File: config.mk
export PLATFORM = sky130hd
export DESIGN_NAME = uart_tx_arbiter_flat
export DESIGN_NICKNAME = d
export VERILOG_FILES = /design/src/rtl/uart_pkg.sv /design/src/rtl/uart_tx_arbiter_if.sv /design/src/rtl/req_holder.sv /design/src/rtl/uart_tx_arbiter.sv /design/src/flat_wrapper.sv
export SDC_FILE = /design/constraint.sdc
export NUM_CORES = 1
export LEC_CHECK = 0
export BUFFER_PORTS_ARGS = -buffer_cell sky130_fd_sc_hd__buf_2
export CAP_MARGIN = 20
export CORE_ASPECT_RATIO = 0.9
export CORE_UTILIZATION = 41
export CTS_BUF_LIST = sky130_fd_sc_hd__clkbuf_8
export DETAILED_ROUTE_END_ITERATION = 10
export PLACE_DENSITY = 0.71
export SYNTH_ARGS = -nofsm -noshare
export SYNTH_HDL_FRONTEND = slang
export SYNTH_SLANG_ARGS = --single-unit
File: constraint.sdc
create_clock -name clk -period 1.9 [get_ports clk]
set_input_delay 0.095 -clock clk [delete_from_list [all_inputs] [get_ports clk]]
set_output_delay 0.095 -clock clk [all_outputs]
set_load 0.1 [all_outputs]
File: src/rtl/uart_pkg.sv
// Shared types and constants for the UART transmit arbiter.
package uart_pkg;

  localparam int unsigned ByteWidth = 8;

  typedef enum logic [1:0] {
    IDLE,
    LAUNCH,
    WAIT_BUSY,
    WAIT_DONE
  } arb_state_t;

  typedef enum logic {
    SRC_BTN  = 1'b0,
    SRC_ECHO = 1'b1
  } src_t;

endpackage

File: src/rtl/uart_tx_arbiter_if.sv
// Request/transmit handshake bundle between the byte sources, the TX core and the arbiter.
interface uart_tx_arbiter_if;
  import uart_pkg::*;

  logic                 btn_req;
  logic [ByteWidth-1:0] btn_data;
  logic                 rx_valid;
  logic [ByteWidth-1:0] rx_data;
  logic                 tx_busy;
  logic                 tx_start;
  logic [ByteWidth-1:0] tx_data;
  logic                 grant_src;
  logic                 arb_busy;
  logic [7:0]           drop_cnt;
  logic                 timeout_err;

  // Environment side: sources and transmitter.
  modport master (
    output btn_req, btn_data, rx_valid, rx_data, tx_busy,
    input  tx_start, tx_data, grant_src, arb_busy, drop_cnt, timeout_err
  );

  // Arbiter side.
  modport slave (
    input  btn_req, btn_data, rx_valid, rx_data, tx_busy,
    output tx_start, tx_data, grant_src, arb_busy, drop_cnt, timeout_err
  );

endinterface

File: src/rtl/req_holder.sv
// One-entry holding register for a byte source: data plus pending flag.
module req_holder
  import uart_pkg::*;
(
  input  logic                 clk,
  input  logic                 reset,
  input  logic                 req,
  input  logic [ByteWidth-1:0] req_data,
  input  logic                 clr,
  output logic                 pending,
  output logic [ByteWidth-1:0] data,
  output logic                 drop
);

  logic set;

  // A clear in the same cycle frees the slot, so the new request is accepted.
  assign set  = req && (!pending || clr);
  assign drop = req && pending && !clr;

  // Capture on accept; set has priority over clear.
  always_ff @(posedge clk) begin
    if (reset) begin
      pending <= 1'b0;
      data    <= '0;
    end else if (set) begin
      pending <= 1'b1;
      data    <= req_data;
    end else if (clr) begin
      pending <= 1'b0;
    end
  end

endmodule

File: src/rtl/uart_tx_arbiter.sv
// Round-robin sharing of one UART transmitter between the button and echo byte sources.
module uart_tx_arbiter
  import uart_pkg::*;
#(
  parameter int unsigned BUSY_TIMEOUT = 16
) (
  input logic               clk,
  input logic               reset,
  uart_tx_arbiter_if.slave  bus
);

  localparam int unsigned CntWidth = $clog2(BUSY_TIMEOUT + 1);

  arb_state_t           state_q;
  src_t                 ptr_q;
  src_t                 grant_q;
  src_t                 win;
  logic                 tx_start_q;
  logic                 timeout_q;
  logic [ByteWidth-1:0] tx_data_q;
  logic [CntWidth-1:0]  cnt_q;
  logic [7:0]           drop_q;
  logic [8:0]           drop_sum;

  logic                 pend_btn, pend_echo;
  logic                 drop_btn, drop_echo;
  logic                 clr_btn, clr_echo;
  logic [ByteWidth-1:0] data_btn, data_echo;

  // The winner's slot is freed while its frame is being launched.
  assign clr_btn  = (state_q == LAUNCH) && (grant_q == SRC_BTN);
  assign clr_echo = (state_q == LAUNCH) && (grant_q == SRC_ECHO);

  req_holder u_btn_holder (
    .clk      (clk),
    .reset    (reset),
    .req      (bus.btn_req),
    .req_data (bus.btn_data),
    .clr      (clr_btn),
    .pending  (pend_btn),
    .data     (data_btn),
    .drop     (drop_btn)
  );

  req_holder u_echo_holder (
    .clk      (clk),
    .reset    (reset),
    .req      (bus.rx_valid),
    .req_data (bus.rx_data),
    .clr      (clr_echo),
    .pending  (pend_echo),
    .data     (data_echo),
    .drop     (drop_echo)
  );

  // Pick the winner: lone pending source, else the one the pointer favours.
  always_comb begin
    win = SRC_BTN;
    if (pend_btn && pend_echo) begin
      win = ptr_q;
    end else if (pend_echo) begin
      win = SRC_ECHO;
    end
  end

  // Sequencer: launch, wait for busy to rise (with timeout), wait for busy to fall.
  always_ff @(posedge clk) begin
    if (reset) begin
      state_q    <= IDLE;
      ptr_q      <= SRC_BTN;
      grant_q    <= SRC_BTN;
      tx_start_q <= 1'b0;
      tx_data_q  <= '0;
      timeout_q  <= 1'b0;
      cnt_q      <= '0;
    end else begin
      tx_start_q <= 1'b0;
      case (state_q)
        IDLE: begin
          if ((pend_btn || pend_echo) && !bus.tx_busy) begin
            state_q    <= LAUNCH;
            tx_start_q <= 1'b1;
            grant_q    <= win;
            tx_data_q  <= (win == SRC_ECHO) ? data_echo : data_btn;
            ptr_q      <= (win == SRC_BTN) ? SRC_ECHO : SRC_BTN;
          end
        end
        LAUNCH: begin
          state_q <= WAIT_BUSY;
          cnt_q   <= '0;
        end
        WAIT_BUSY: begin
          if (bus.tx_busy) begin
            state_q <= WAIT_DONE;
          end else if (cnt_q == CntWidth'(BUSY_TIMEOUT - 1)) begin
            // Transmitter never answered: give up on this byte.
            timeout_q <= 1'b1;
            state_q   <= IDLE;
          end else begin
            cnt_q <= cnt_q + 1'b1;
          end
        end
        WAIT_DONE: begin
          if (!bus.tx_busy) begin
            state_q <= IDLE;
          end
        end
        default: state_q <= IDLE;
      endcase
    end
  end

  assign drop_sum = {1'b0, drop_q} + {8'd0, drop_btn} + {8'd0, drop_echo};

  // Saturating drop counter; both sources may drop in the same cycle.
  always_ff @(posedge clk) begin
    if (reset) begin
      drop_q <= '0;
    end else if (drop_sum > 9'd255) begin
      drop_q <= 8'hFF;
    end else begin
      drop_q <= drop_sum[7:0];
    end
  end

  assign bus.tx_start    = tx_start_q;
  assign bus.tx_data     = tx_data_q;
  assign bus.grant_src   = grant_q;
  assign bus.arb_busy    = (state_q != IDLE);
  assign bus.drop_cnt    = drop_q;
  assign bus.timeout_err = timeout_q;

endmodule

File: src/flat_wrapper.sv
// flat-port wrapper written by rule: the top's interface ports become plain ports
module uart_tx_arbiter_flat import uart_pkg::*;
#(
  parameter int unsigned BUSY_TIMEOUT = 16
)
  (clk, reset, bus_btn_req, bus_btn_data, bus_rx_valid, bus_rx_data, bus_tx_busy, bus_tx_start, bus_tx_data, bus_grant_src, bus_arb_busy, bus_drop_cnt, bus_timeout_err);
  uart_tx_arbiter_if bus_i ();
  input logic clk;
  input logic reset;
  input wire logic [$bits(bus_i.btn_req)-1:0] bus_btn_req;
  input wire logic [$bits(bus_i.btn_data)-1:0] bus_btn_data;
  input wire logic [$bits(bus_i.rx_valid)-1:0] bus_rx_valid;
  input wire logic [$bits(bus_i.rx_data)-1:0] bus_rx_data;
  input wire logic [$bits(bus_i.tx_busy)-1:0] bus_tx_busy;
  output wire logic [$bits(bus_i.tx_start)-1:0] bus_tx_start;
  output wire logic [$bits(bus_i.tx_data)-1:0] bus_tx_data;
  output wire logic [$bits(bus_i.grant_src)-1:0] bus_grant_src;
  output wire logic [$bits(bus_i.arb_busy)-1:0] bus_arb_busy;
  output wire logic [$bits(bus_i.drop_cnt)-1:0] bus_drop_cnt;
  output wire logic [$bits(bus_i.timeout_err)-1:0] bus_timeout_err;
  assign bus_i.btn_req = bus_btn_req;
  assign bus_i.btn_data = bus_btn_data;
  assign bus_i.rx_valid = bus_rx_valid;
  assign bus_i.rx_data = bus_rx_data;
  assign bus_i.tx_busy = bus_tx_busy;
  assign bus_tx_start = bus_i.tx_start;
  assign bus_tx_data = bus_i.tx_data;
  assign bus_grant_src = bus_i.grant_src;
  assign bus_arb_busy = bus_i.arb_busy;
  assign bus_drop_cnt = bus_i.drop_cnt;
  assign bus_timeout_err = bus_i.timeout_err;
  uart_tx_arbiter #(.BUSY_TIMEOUT(BUSY_TIMEOUT)) u_core (.clk(clk), .reset(reset), .bus(bus_i));
endmodule
==> flow_summary.json <==
{
  "core_sq_mm": 0.00460,
  "cts_root_buffer": "clkbuf_8",
  "core.rowCount": 23,
  "power.net_switching_mw": 0.693,
  "wl_per_cell_microns": 13.3,
  "critical_path_peak_fanout": 2,
  "final.min_clock_period_ns": 1.90,
  "worst_skew_pair.late_latency_ns": 0.29,
  "synth.yosys.seq_area_share_pct": 44.6,
  "sequential_share_of_power_pct": 48.0,
  "num_antenna_cells": 0,
  "overflow": 0,
  "cts-htree-levels": 2,
  "outcome": "complete, no violations",
  "drc": 0,
  "maxCapViolations": 0,
  "count_of_final_setup_violators": 0,
  "yosysWarnings": 0,
  "synth_cell_types": 40,
  "syn_nets": 255,
  "drv_slew": 0,
  "drt_wl_total_microns": 4480,
  "antenna_found_initial": 0,
  "gpl.final_weighted_congestion": 0.762,
  "initial_cell_density_of_the_core_pct": 43.9,
  "intPower_mw": 1.47,
  "end_kind": "flop",
  "cts.clk_slew.worst_paths_ns": 0.08,
  "p_sw_share_pct": 32.1,
  "layout.area.seq_sq_um": 911,
  "endpoint": "u_core.cnt_q[2]",
  "io_buffers": 40,
  "p_leak_nw": 1.03,
  "reg2reg_to": "u_core.cnt_q[2]",
  "critPathRequiredTime_ns": 2.12,
  "post_layout_nonfiller_instances": 338,
  "grt_util_all_layers_pct": 17.0,
  "layout-drive-gt1-share_pct": 27.5,
  "vias_after_detailed_routing": 1767,
  "synth-seq-cells": 45,
  "multi_input_area_sq_mm": 0.00107,
  "final_common_cell": "dfxtp_1",
  "unrepaired_setup_endpoints_after_global_routing": "true",
  "finalHoldViolations": 0,
  "netlist_area_before_placement_sq_mm": 0.00202,
  "maximum_number_of_pins_on_one_net_before_global_route_repair": 29,
  "pwr-share-clk_pct": 29.6,
  "chipWidth_microns": 76,
  "viasPerCell": 5.23,
  "netlist.area_leader.share_pct": 44.6,
  "syn-instance-count": 230,
  "share_comb_of_total_power_pct": 22.4,
  "ant_nets": 0,
  "worst_r2r_startpoint": "u_core.cnt_q[1]",
  "number_of_nets_in_the_layout": 300,
  "numClockSinks": 45,
  "tritoncts": "done",
  "detailed_place_hpwl_microns": 3090,
  "worst_slew_pin_slew_ns": 0.500,
  "reg2reg_setup_slack_ns": 0.004,
  "startpoint": "u_core.cnt_q[1]",
  "die_area_sq_mm": 0.00521,
  "final_core_util_pct": 54.5,
  "number_of_buffers_on_the_longest_clock_path": 2,
  "finalClockSkew_ns": 0.00533,
  "vdd_drop_max_mv": 0.453,
  "layout.cells.most_common_list": "41 x dfxtp_1, 40 x buf_2, 35 x nand2_1",
  "tritoncts.num_buffers": 5,
  "min-delay-path-class": "input port to flop",
  "layout_worst_path_cycle_share_pct": 99.8,
  "initialDrtViolationCount": 140,
  "timing.max_slew.rel_slack_pct": 66.5,
  "dr.pass1.iters": 4,
  "worstSetupPathType": "flop to flop",
  "num-fill-cells": 439,
  "critical_path_arrival_ns": 2.12,
  "die_h_microns": 68.6,
  "areaGrowthSynthToFinish_pct": 24.1,
  "maxClockFrequency_ghz": 0.527,
  "wire_length_of_the_first_global_routing_pass_microns": 6950,
  "io_pins": 41,
  "post-cts-setup-buffer-count": 0,
  "dp.cells": 330,
  "grt_pass1_vias": 1504,
  "syn_avg_cell_area_sq_um": 8.79,
  "holdBufCountCts": 0,
  "yosys-top-cells-area": "dfxtp_1 45%, mux2i_1 8.4%, nand2_1 6.5%",
  "worst_r2r_path_depth": 6,
  "cellPowerDensity_mw_per_mm2": 860,
  "cp-start-kind": "flop",
  "post-synth-top-area-cell": "dfxtp_1"
}
[stage by stage]
step / setup slack [ns] / hold WS, ns / total power, mW / area, sq um / TNS [ns]
3_3_place_gp: -0.0121 / 0.336 / 1.53 / 2390 / -0.0121
5_1_grt: -0.0440 / 0.0457 / 2.24 / 2510 / -0.0440
4_1_cts: -0.0148 / 0.0275 / 2.17 / 2490 / -0.0148
6_report: 0.00359 / 0.0382 / 2.16 / 2510 / 0
3_5_place_dp: -0.0352 / 0.339 / 1.54 / 2390 / -0.0352
2_1_floorplan: -0.0420 / 0.212 / 1.43 / 2070 / -0.0822
[sequential cells by signal (all words and copies together), names as in the netlist]
signal                        count
u_core.bus.drop_cnt               8
u_core.bus.tx_data                8
u_core.u_btn_holder.data          8
u_core.u_echo_holder.data         8
u_core.cnt_q                      5
u_core.state_q                    2
u_core.bus.grant_src              1
u_core.bus.timeout_err            1
u_core.bus.tx_start               1
u_core.ptr_q                      1
u_core.u_btn_holder.pending       1
u_core.u_echo_holder.pending      1
[worst min path at each step]
stage	startpoint	to	slack, ns	cells past startpoint
after global routing	bus_btn_data[7]	u_core.u_btn_holder.data[7]	0.05	3
after detailed placement	bus_btn_req	u_core.u_btn_holder.pending	0.34	3
final	bus_btn_req	u_core.u_btn_holder.pending	0.04	3
after global placement	bus_btn_req	u_core.u_btn_holder.pending	0.34	3
after floorplan	bus_btn_req	u_core.u_btn_holder.pending	0.21	2
after CTS	bus_btn_req	u_core.u_btn_holder.pending	0.03	3
[critical path: stages, from the launching register on]
cell and delay (ns):
dfxtp_2 0.34, ha_4 0.15, and3_4 0.18, ha_4 0.15
or4b_4 0.50, or3_1 0.33, a211oi_2 0.17
[cell families (layout without fill, tap and decap cells)]
kind of cell | Yosys count | count (layout) | synth area share, %
AOI/OAI and AO/OA | 51 | 51 | 15.6
xor gates and xnor gates | 2 | 2 | 0.867
adders and majority gates | 4 | 4 | 2.85
buffers and inverters | 24 | 70 | 5.02
DFF | 45 | 45 | 44.6
muxes | 17 | 17 | 8.42
and+or+nand+nor | 87 | 87 | 22.7
[power groups by stage]
| stage | Sequential [mW] | Clock (mW) | Combinational [mW] |
|---|---|---|---|
| 4_1_cts | 1.04 | 0.657 | 0.482 |
| 6_report | 1.04 | 0.639 | 0.483 |
| 2_1_floorplan | 1.22 | 0 | 0.206 |
| 3_5_place_dp | 1.06 | 0 | 0.481 |
| 3_3_place_gp | 1.05 | 0 | 0.476 |
| 5_1_grt | 1.04 | 0.686 | 0.514 |
[timing repair]
action,4_1_cts,5_1_grt
hold endpoints to repair,0,0
resized for setup,0,4
endpoints found under the setup margin,1,7
pin swaps,1,0
[per-layer routing]
layer	track usage, %	vias up	wire length, microns	part of all wire [%]
met5	0	-	0	0
met4	7.21	0	53	1.2
met3	3.16	5	190	4.2
met2	27.3	42	1990	44
met1	22.9	819	2250	50
li1	-	901	-	-
[cell usage after synthesis]
master / count
nand3b_1: 10
a211oi_1: 1
mux2i_1: 17
nor2_1: 6
or3b_1: 1
xnor2_1: 1
a211oi_2: 1
a31oi_1: 3
or4b_4: 1
buf_2: 3
nand4_1: 1
nand2_1: 35
and2_1: 1
and4b_1: 1
inv_1: 7
ha_1: 3
nand3_1: 9
o21ai_0: 10
clkinv_1: 1
fa_1: 1
buf_6: 1
nor2b_1: 3
a21boi_0: 2
nor4b_1: 1
a21boi_1: 2
and4_1: 1
a21oi_1: 21
or2_2: 1
nor3b_1: 1
or2_1: 1
o21ai_1: 1
and3_1: 3
dfxtp_1: 45
or3_1: 3
nor3_1: 4
o21a_1: 1
xor2_1: 1
clkbuf_1: 12
a311oi_1: 9
nand2b_1: 4
[cell type report]
type,count,share of cell area (%)
Clock buffer,7,3.84
Clock inverter,1,0.200
Inverter,8,1.20
Multi-Input combinational cell,161,42.7
Sequential cell,45,36.3
Tap cell,62,3.09
Timing Repair Buffer,54,12.7
Note: power is estimated with default switching activity, not from simulation.
